==> src/rtl/s_term_pipe_switch_matrix.sv <==
// South-terminal switch matrix: per-channel pass-through, 1- or 2-stage register, or tie-zero; modes loaded serially and committed atomically.
// Latency: 0/1/2 cycles per channel according to its mode. Backpressure: none, every channel streams each cycle.
// Optional S_TERM_CFG_READBACK_EN adds ConfigOut (daisy-chain) and ConfigCnt (bit counter) outputs.
module s_term_pipe_switch_matrix #(
    parameter int         NUM_CH       = 12,
    parameter int         CH_W         = 1,
    parameter logic [1:0] DEFAULT_MODE = 2'b00
) (
    input  logic                           UserCLK,
    input  logic                           RESETn,
    input  logic [NUM_CH*CH_W-1:0]         from_S,
    output logic [NUM_CH*CH_W-1:0]         to_N,
    input  logic                           ConfigData,
    input  logic                           ConfigEn,
    input  logic                           ConfigLatch,
`ifdef S_TERM_CFG_READBACK_EN
    output logic                           ConfigOut,
    output logic [$clog2(2*NUM_CH+2)-1:0]  ConfigCnt,
`endif
    output logic                           ConfigErr
);

    localparam int W     = NUM_CH * CH_W;
    localparam int N2    = 2 * NUM_CH;
    localparam int CNT_W = $clog2(N2 + 2);
    localparam logic [CNT_W-1:0] CNT_FULL = CNT_W'(N2);
    localparam logic [CNT_W-1:0] CNT_OVER = CNT_W'(N2 + 1);

    logic [N2-1:0]    sr_q, sr_d;
    logic [N2-1:0]    act_q, act_d;
    logic [CNT_W-1:0] cnt_q, cnt_d;
    logic             err_q, err_d;
    logic [W-1:0]     stage1_q, stage1_d;
    logic [W-1:0]     stage2_q, stage2_d;

    always_comb begin
        sr_d     = sr_q;
        act_d    = act_q;
        cnt_d    = cnt_q;
        err_d    = err_q;
        stage1_d = from_S;
        stage2_d = stage1_q;
        // A shift always wins over a simultaneous latch request.
        if (ConfigEn) begin
            sr_d = {sr_q[N2-2:0], ConfigData};
            if (cnt_q != CNT_OVER) begin
                cnt_d = cnt_q + 1'b1;
            end
        end else if (ConfigLatch) begin
            cnt_d = '0;
            if (cnt_q == CNT_FULL) begin
                act_d = sr_q;
                err_d = 1'b0;
            end else begin
                err_d = 1'b1;
            end
        end
    end

    always_ff @(posedge UserCLK or negedge RESETn) begin
        if (!RESETn) begin
            sr_q     <= '0;
            act_q    <= {NUM_CH{DEFAULT_MODE}};
            cnt_q    <= '0;
            err_q    <= 1'b0;
            stage1_q <= '0;
            stage2_q <= '0;
        end else begin
            sr_q     <= sr_d;
            act_q    <= act_d;
            cnt_q    <= cnt_d;
            err_q    <= err_d;
            stage1_q <= stage1_d;
            stage2_q <= stage2_d;
        end
    end

    // Mode switches use whatever the pipeline already holds; no flush.
    always_comb begin
        to_N = '0;
        for (int i = 0; i < NUM_CH; i++) begin
            case (act_q[2*i +: 2])
                2'b00:   to_N[i*CH_W +: CH_W] = from_S[i*CH_W +: CH_W];
                2'b01:   to_N[i*CH_W +: CH_W] = stage1_q[i*CH_W +: CH_W];
                2'b10:   to_N[i*CH_W +: CH_W] = stage2_q[i*CH_W +: CH_W];
                default: to_N[i*CH_W +: CH_W] = '0;
            endcase
        end
    end

    assign ConfigErr = err_q;

`ifdef S_TERM_CFG_READBACK_EN
    assign ConfigOut = sr_q[N2-1];
    assign ConfigCnt = cnt_q;
`endif

endmodule

==> config.mk <==
export PLATFORM = sky130hd
export DESIGN_NAME = s_term_pipe_switch_matrix
export DESIGN_NICKNAME = d
export VERILOG_FILES = /design/src/rtl/s_term_pipe_switch_matrix.sv
export SDC_FILE = /design/constraint.sdc
export NUM_CORES = 1
export LEC_CHECK = 0
export BUFFER_PORTS_ARGS = -buffer_cell sky130_fd_sc_hd__buf_2
export CORE_MARGIN = 2
export CORE_UTILIZATION = 30
export DETAILED_ROUTE_END_ITERATION = 16
export GPL_ROUTABILITY_DRIVEN = 0
export PLACE_DENSITY_LB_ADDON = 0.1
export SYNTH_ARGS = -nofsm -noshare
export SYNTH_HDL_FRONTEND = slang
export SYNTH_SLANG_ARGS = --single-unit
==> constraint.sdc <==
create_clock -name UserCLK -period 3.7 [get_ports UserCLK]
set_input_delay 0.925 -clock UserCLK [delete_from_list [all_inputs] [get_ports UserCLK]]
set_output_delay 0.925 -clock UserCLK [all_outputs]
set_load 0.1 [all_outputs]
==> results of run 1 <==
-- per-stage QoR --
stage	cell area, µm²	worst slack (ps)	hold WS, ps
after floorplan	3118	451.5	353.8
after global routing	3577	1085	389.0
after CTS	3577	1129	378.4
final	3577	1146	375.1
after detailed placement	3377	923.7	361.1
after global placement	3377	948.3	356.3
-- power by group --
group / internal, W / switching, W
Clock: 0.000346 / 0.000299
Sequential: 0.00100 / 0.000120
Combinational: 0.000144 / 0.000148
Total: 0.00149 / 0.000566
-- flip-flops by register name, indices dropped and copies added (netlist names) --
name and count:
ConfigErr 1, stage2_q 12, stage1_q 12, act_q 24, sr_q 24, cnt_q 5
-- path summary, 6_finish.rpt --
check / from / endpoint / cells after the start
hold reg to reg: stage1_q[7] / stage2_q[7] / 0
min in group asynchronous: RESETn / stage1_q[6] / 1
max in group asynchronous: RESETn / sr_q[5] / 1
hold / removal: stage1_q[7] / stage2_q[7] / 0
setup reg to reg: cnt_q[0] / act_q[20] / 6
setup / recovery: from_S[10] / to_N[10] / 4
-- placed cells by master (no fill, tap or decap), types with 4 or more instances in the layout --
cell type / n
buf_2: 28
clkbuf_8: 11
dfrtp_1: 78
inv_1: 4
mux2_2: 29
mux2_4: 19
mux2i_1: 15
nand2_1: 4
nand3b_1: 12
o21ai_1: 12
-- metal layers --
layer	vias to the layer above	wire, µm	global-route usage
met5	-	0	0
met4	0	102	0.04793
met3	9	203	0.03985
met2	28	1996	0.1346
met1	793	2448	0.1349
li1	777	-	-
-- synthesized netlist by cell type (2+ instances only) --
library cell	n
dfrtp_1	78
mux2_2	29
mux2_4	19
mux2i_1	15
o21ai_0	14
nand3b_1	12
inv_1	4
nand2_1	4
buf_2	3
ha_1	3
nand3_1	3
a21oi_1	2
buf_12	2
-- critical path, stage by stage --
cell	delay, ps
buf_2	90
mux2i_1	60
o21ai_1	120
buf_2	440
-- layout make-up --
cell class,count,area share
well taps,136,0.04757
clock buffers,12,0.04337
repair buffers,30,0.04337
multi-input cells,110,0.3033
inverters,4,0.004197
clock inverters,4,0.01259
flip-flops and latches,78,0.5456
-- cells by family (layout without fill, tap and decap cells) --
kind of cell,Yosys count,in the layout
AOI/OAI and AO/OA,18,18
muxes,63,63
xor gates and xnor gates,1,1
and+or+nand+nor,25,25
DFF,78,78
buffers and inverters,10,50
adders and majority gates,3,3
==> out/qor.txt, run 1 <==
fillers = 1005
number of distinct library cells after synthesis = 23
diode count = 0
post-synthesis mux area share = 0.2444
Compound-Gate Fraction of Synth Area = 0.03090
main combinational cell family by area after synthesis = multiplexers
max-slew violations = 0
DR iter-0 viols = 64
Post-Syn Instances = 198
Final Core Density = 0.3512
Worst Setup End Kind = primary output
Seq/Total Area, Yosys = 0.6260
All-Layer GR Usage = 0.09853
hold buffer count at CTS = 0
number of flops mapped to enable cells by yosys = 0
Final Hold Viols = 0
core area = 10180 µm²
I/O pin cnt = 30
fin nets = 253
Synth Area in Adders = 0.01204
Tcrit/Tclk final = 0.6904
Tmin final = 2554 ps
synthesis warning total = 0
Final Setup Violations = 0
DRC viols = 0
Non-Filler Instances = 374
CTS Sinks = 78
share of cells above drive strength 1 = 0.4034
Detail Placement HPWL = 2.974 mm
Worst slew margin = 0.3548
Multi-input gate area = 1085 µm²
DIE WIDTH = 105.9 µm
H-Tree Depth = 3
# Post-CTS Setup Buffers = 0
CTS Buf Count = 9
vias in the first global route = 1676
Syn Area/Cell = 15.75 µm²
mapped cell area = 3118 µm²
Clock Skews = 11.04 ps
antenna-violating nets left = 0
initial antenna violation count = 0
root buffer cell = clkbuf_8
simple-gate share of the synthesized area = 0.05778
Worst-path clk slew = 70 ps
final setup TNS = 0 ps
worst-margin pin slew = 967.8 ps
Synth area leaders = dfrtp_1 (63%), mux2_2 (10%), mux2_4 (9.1%)
arrival time at the worst endpoint = 1630 ps
Synth async-reset ratio = 1.000
leading register cell type out of synthesis = dfrtp_1
flop2flop setup slack = 1670 ps
drt wl/cell = 12.70 µm
final WL = 4.749 mm
number of port buffers = 29
FF+latch area = 1952 µm²
Synth Net Count = 218
outcome = finished clean
CTS tree = done
Peak VDD IR = 0.0003156 V
row count = 37
total power = 0.002056 W
CTS resizes = 0
die height = 105.9 µm
Cells after DPL = 358
Fmax = 391.5 MHz
required time worst endpoint = 2770 ps
total gr overflow = 0
first-pass GRT wire length = 8.493 mm
Max-Cap Viols = 0
PwrDens = 574.8 nW/µm²
clk buf depth = 2
Leak = 1.622 nW
Crit Path Category = in -> out
die footprint = 11220 µm²
largest area contributor in the netlist = dfrtp_1
Yosys top cell area share = 0.6260
xor/xnor share of the synthesized area = 0.002809
pin count of the biggest net entering global routing = 79
RSZ-0062 raised after global routing = false
drt first pass iters = 4
worst min-delay path category = reg -> reg
Yosys reg bits = 78
Worst setup SP type = input port
Clock Latency Late Sink = 350 ps
via count = 1607
Area Growth Syn to Fin = 14.73%
Vias/cell = 4.297
initial core utilization = 0.3061
CP Max Fanout = 2
Power figures use the tool's default switching activity.
==> run 2, diff against run 1 <==
clock period = 2.3 ns   (was 3.7 ns; I/O delays follow)
==> out/qor.txt, run 2 (synthesized netlist as in run 1, its figures left out) <==
number of port buffers = 29
CTS Sinks = 78
max-slew violations = 0
Worst-path clk slew = 80 ps
worst min-delay path category = in -> async
DR iter-0 viols = 50
Area Growth Syn to Fin = 17.34%
antenna-violating nets left = 0
Clock Skews = 10.09 ps
initial antenna violation count = 0
via count = 1630
DIE WIDTH = 105.9 µm
met2 usage = 0.1507
die height = 105.9 µm
root buffer cell = clkbuf_8
Net Switching = 0.0009313 W
DRC viols = 0
required time worst endpoint = 1730 ps
first-pass GRT wire length = 8.756 mm
commonest cells after routing, fill and taps aside = dfrtp_1 (78), mux2_2 (29), buf_2 (28)
Tcrit/Tclk final = 0.8790
diode count = 0
Vias/cell = 4.324
Hold Slack = 77.96 ps
share of cells above drive strength 1 = 0.4647
drt first pass iters = 4
Leak = 1.648 nW
Comb pwr share = 0.146
arrival time at the worst endpoint = 1450 ps
Net Sw Frac = 0.2846
commonest non-fill, non-tap cell in the layout = dfrtp_1
Worst Setup End Kind = primary output
clk buf depth = 2
internal power = 0.002341 W
reg2reg path depth = 6
Final Setup Violations = 0
fin nets = 256
outcome = finished clean
Clock Power Share = 0.304
FF-to-FF Start = cnt_q[0]
Clock Latency Late Sink = 350 ps
grt peak-use layer = met2
PwrDens = 894.3 nW/µm²
GR Layer Usage met1 = 0.1316
die footprint = 11220 µm²
R2R Path End = act_q[3]
I/O pin cnt = 30
Peak VDD IR = 0.0004754 V
part of the power in registers = 0.550
CTS Buf Count = 9
hold buffer count at CTS = 0
CTS tree = done
# Post-CTS Setup Buffers = 0
All-Layer GR Usage = 0.1024
drt wl/cell = 13.12 µm
pin count of the biggest net entering global routing = 62
Max-Cap Viols = 0
final WL = 4.946 mm
core area = 10180 µm²
row count = 37
largest registers = act_q (24), sr_q (24)
CTS resizes = 0
routing usage on met3 = 0.04353
worst-margin pin slew = 485.6 ps
Detail Placement HPWL = 3.131 mm
H-Tree Depth = 3
vias in the first global route = 1756
total gr overflow = 0
CP Max Fanout = 3
Tmin final = 2022 ps
Worst setup SP type = register
flop2flop setup slack = 520 ps
initial core utilization = 0.3061
final setup TNS = 0 ps
Worst slew margin = 0.6785
RSZ-0062 raised after global routing = false
Crit Path Category = reg -> out
Final Hold Viols = 0
Fmax = 494.7 MHz
run 2: changes by cell type in the layout (fill, tap and decap cells not counted), sizes merged:
cell      previous run  this run
buf                 30        33
clkbuf              12         9
clkinvlp             0         2
clkinv               3         4
run 2: worst max path at each step:
| stage | depth (start not counted) | slack [ps] | startpoint | endpoint |
|---|---|---|---|---|
| final | 3 | 280 | act_q[3] | to_N[1] |
| after global routing | 3 | 190 | act_q[11] | to_N[5] |
| after CTS | 3 | 240 | act_q[23] | to_N[11] |
| after detailed placement | 4 | 440 | from_S[1] | to_N[1] |
| after global placement | 5 | 440 | ConfigEn | act_q[0] |
| after floorplan | 2 | 270 | from_S[10] | to_N[10] |
run 2: power groups by stage:
stage	Clock, W	Combinational (W)	Sequential (W)
6_report	0.000993	0.000479	0.00180
5_1_grt	0.00110	0.000537	0.00184
4_1_cts	0.00104	0.000490	0.00181
3_5_place_dp	0	0.000487	0.00183
3_3_place_gp	0	0.000480	0.00183
2_1_floorplan	0	0.000398	0.00177
run 2: layout make-up:
cell class                      instances  area (µm²)
Tap cell                              136       170.2
Sequential cell                        78        1952
Multi-Input combinational cell        110        1130
Timing Repair Buffer                   33       202.7
Clock buffer                            9       123.9
Clock inverter                          7       65.06
Fill cell                            1001        6526
Inverter                                4       15.01
run 2: critical path, stage by stage (launching register included):
cell and delay, ps:
dfrtp_1 410, mux2i_1 140, o21ai_2 110, buf_2 430
run 2: stage by stage:
stage | util | std cells | area [µm²] | setup WS [ps] | power, W
floorplan | - | 198 | 3163 | 274.5 | 0.002163
global placement | 0.3407 | 361 | 3470 | 444.5 | 0.002312
detailed placement | 0.3407 | 361 | 3470 | 443.2 | 0.002321
CTS | 0.3592 | 377 | 3659 | 236.5 | 0.003337
global route | 0.3592 | 377 | 3659 | 186.8 | 0.003481
finish | 0.3592 | 377 | 3659 | 278.4 | 0.003272
run 2: metal layers:
metal / wire length, µm / part of all wire
met1: 2379 / 0.48
met2: 2249 / 0.45
met3: 251 / 0.051
met4: 65 / 0.013
met5: 0 / 0
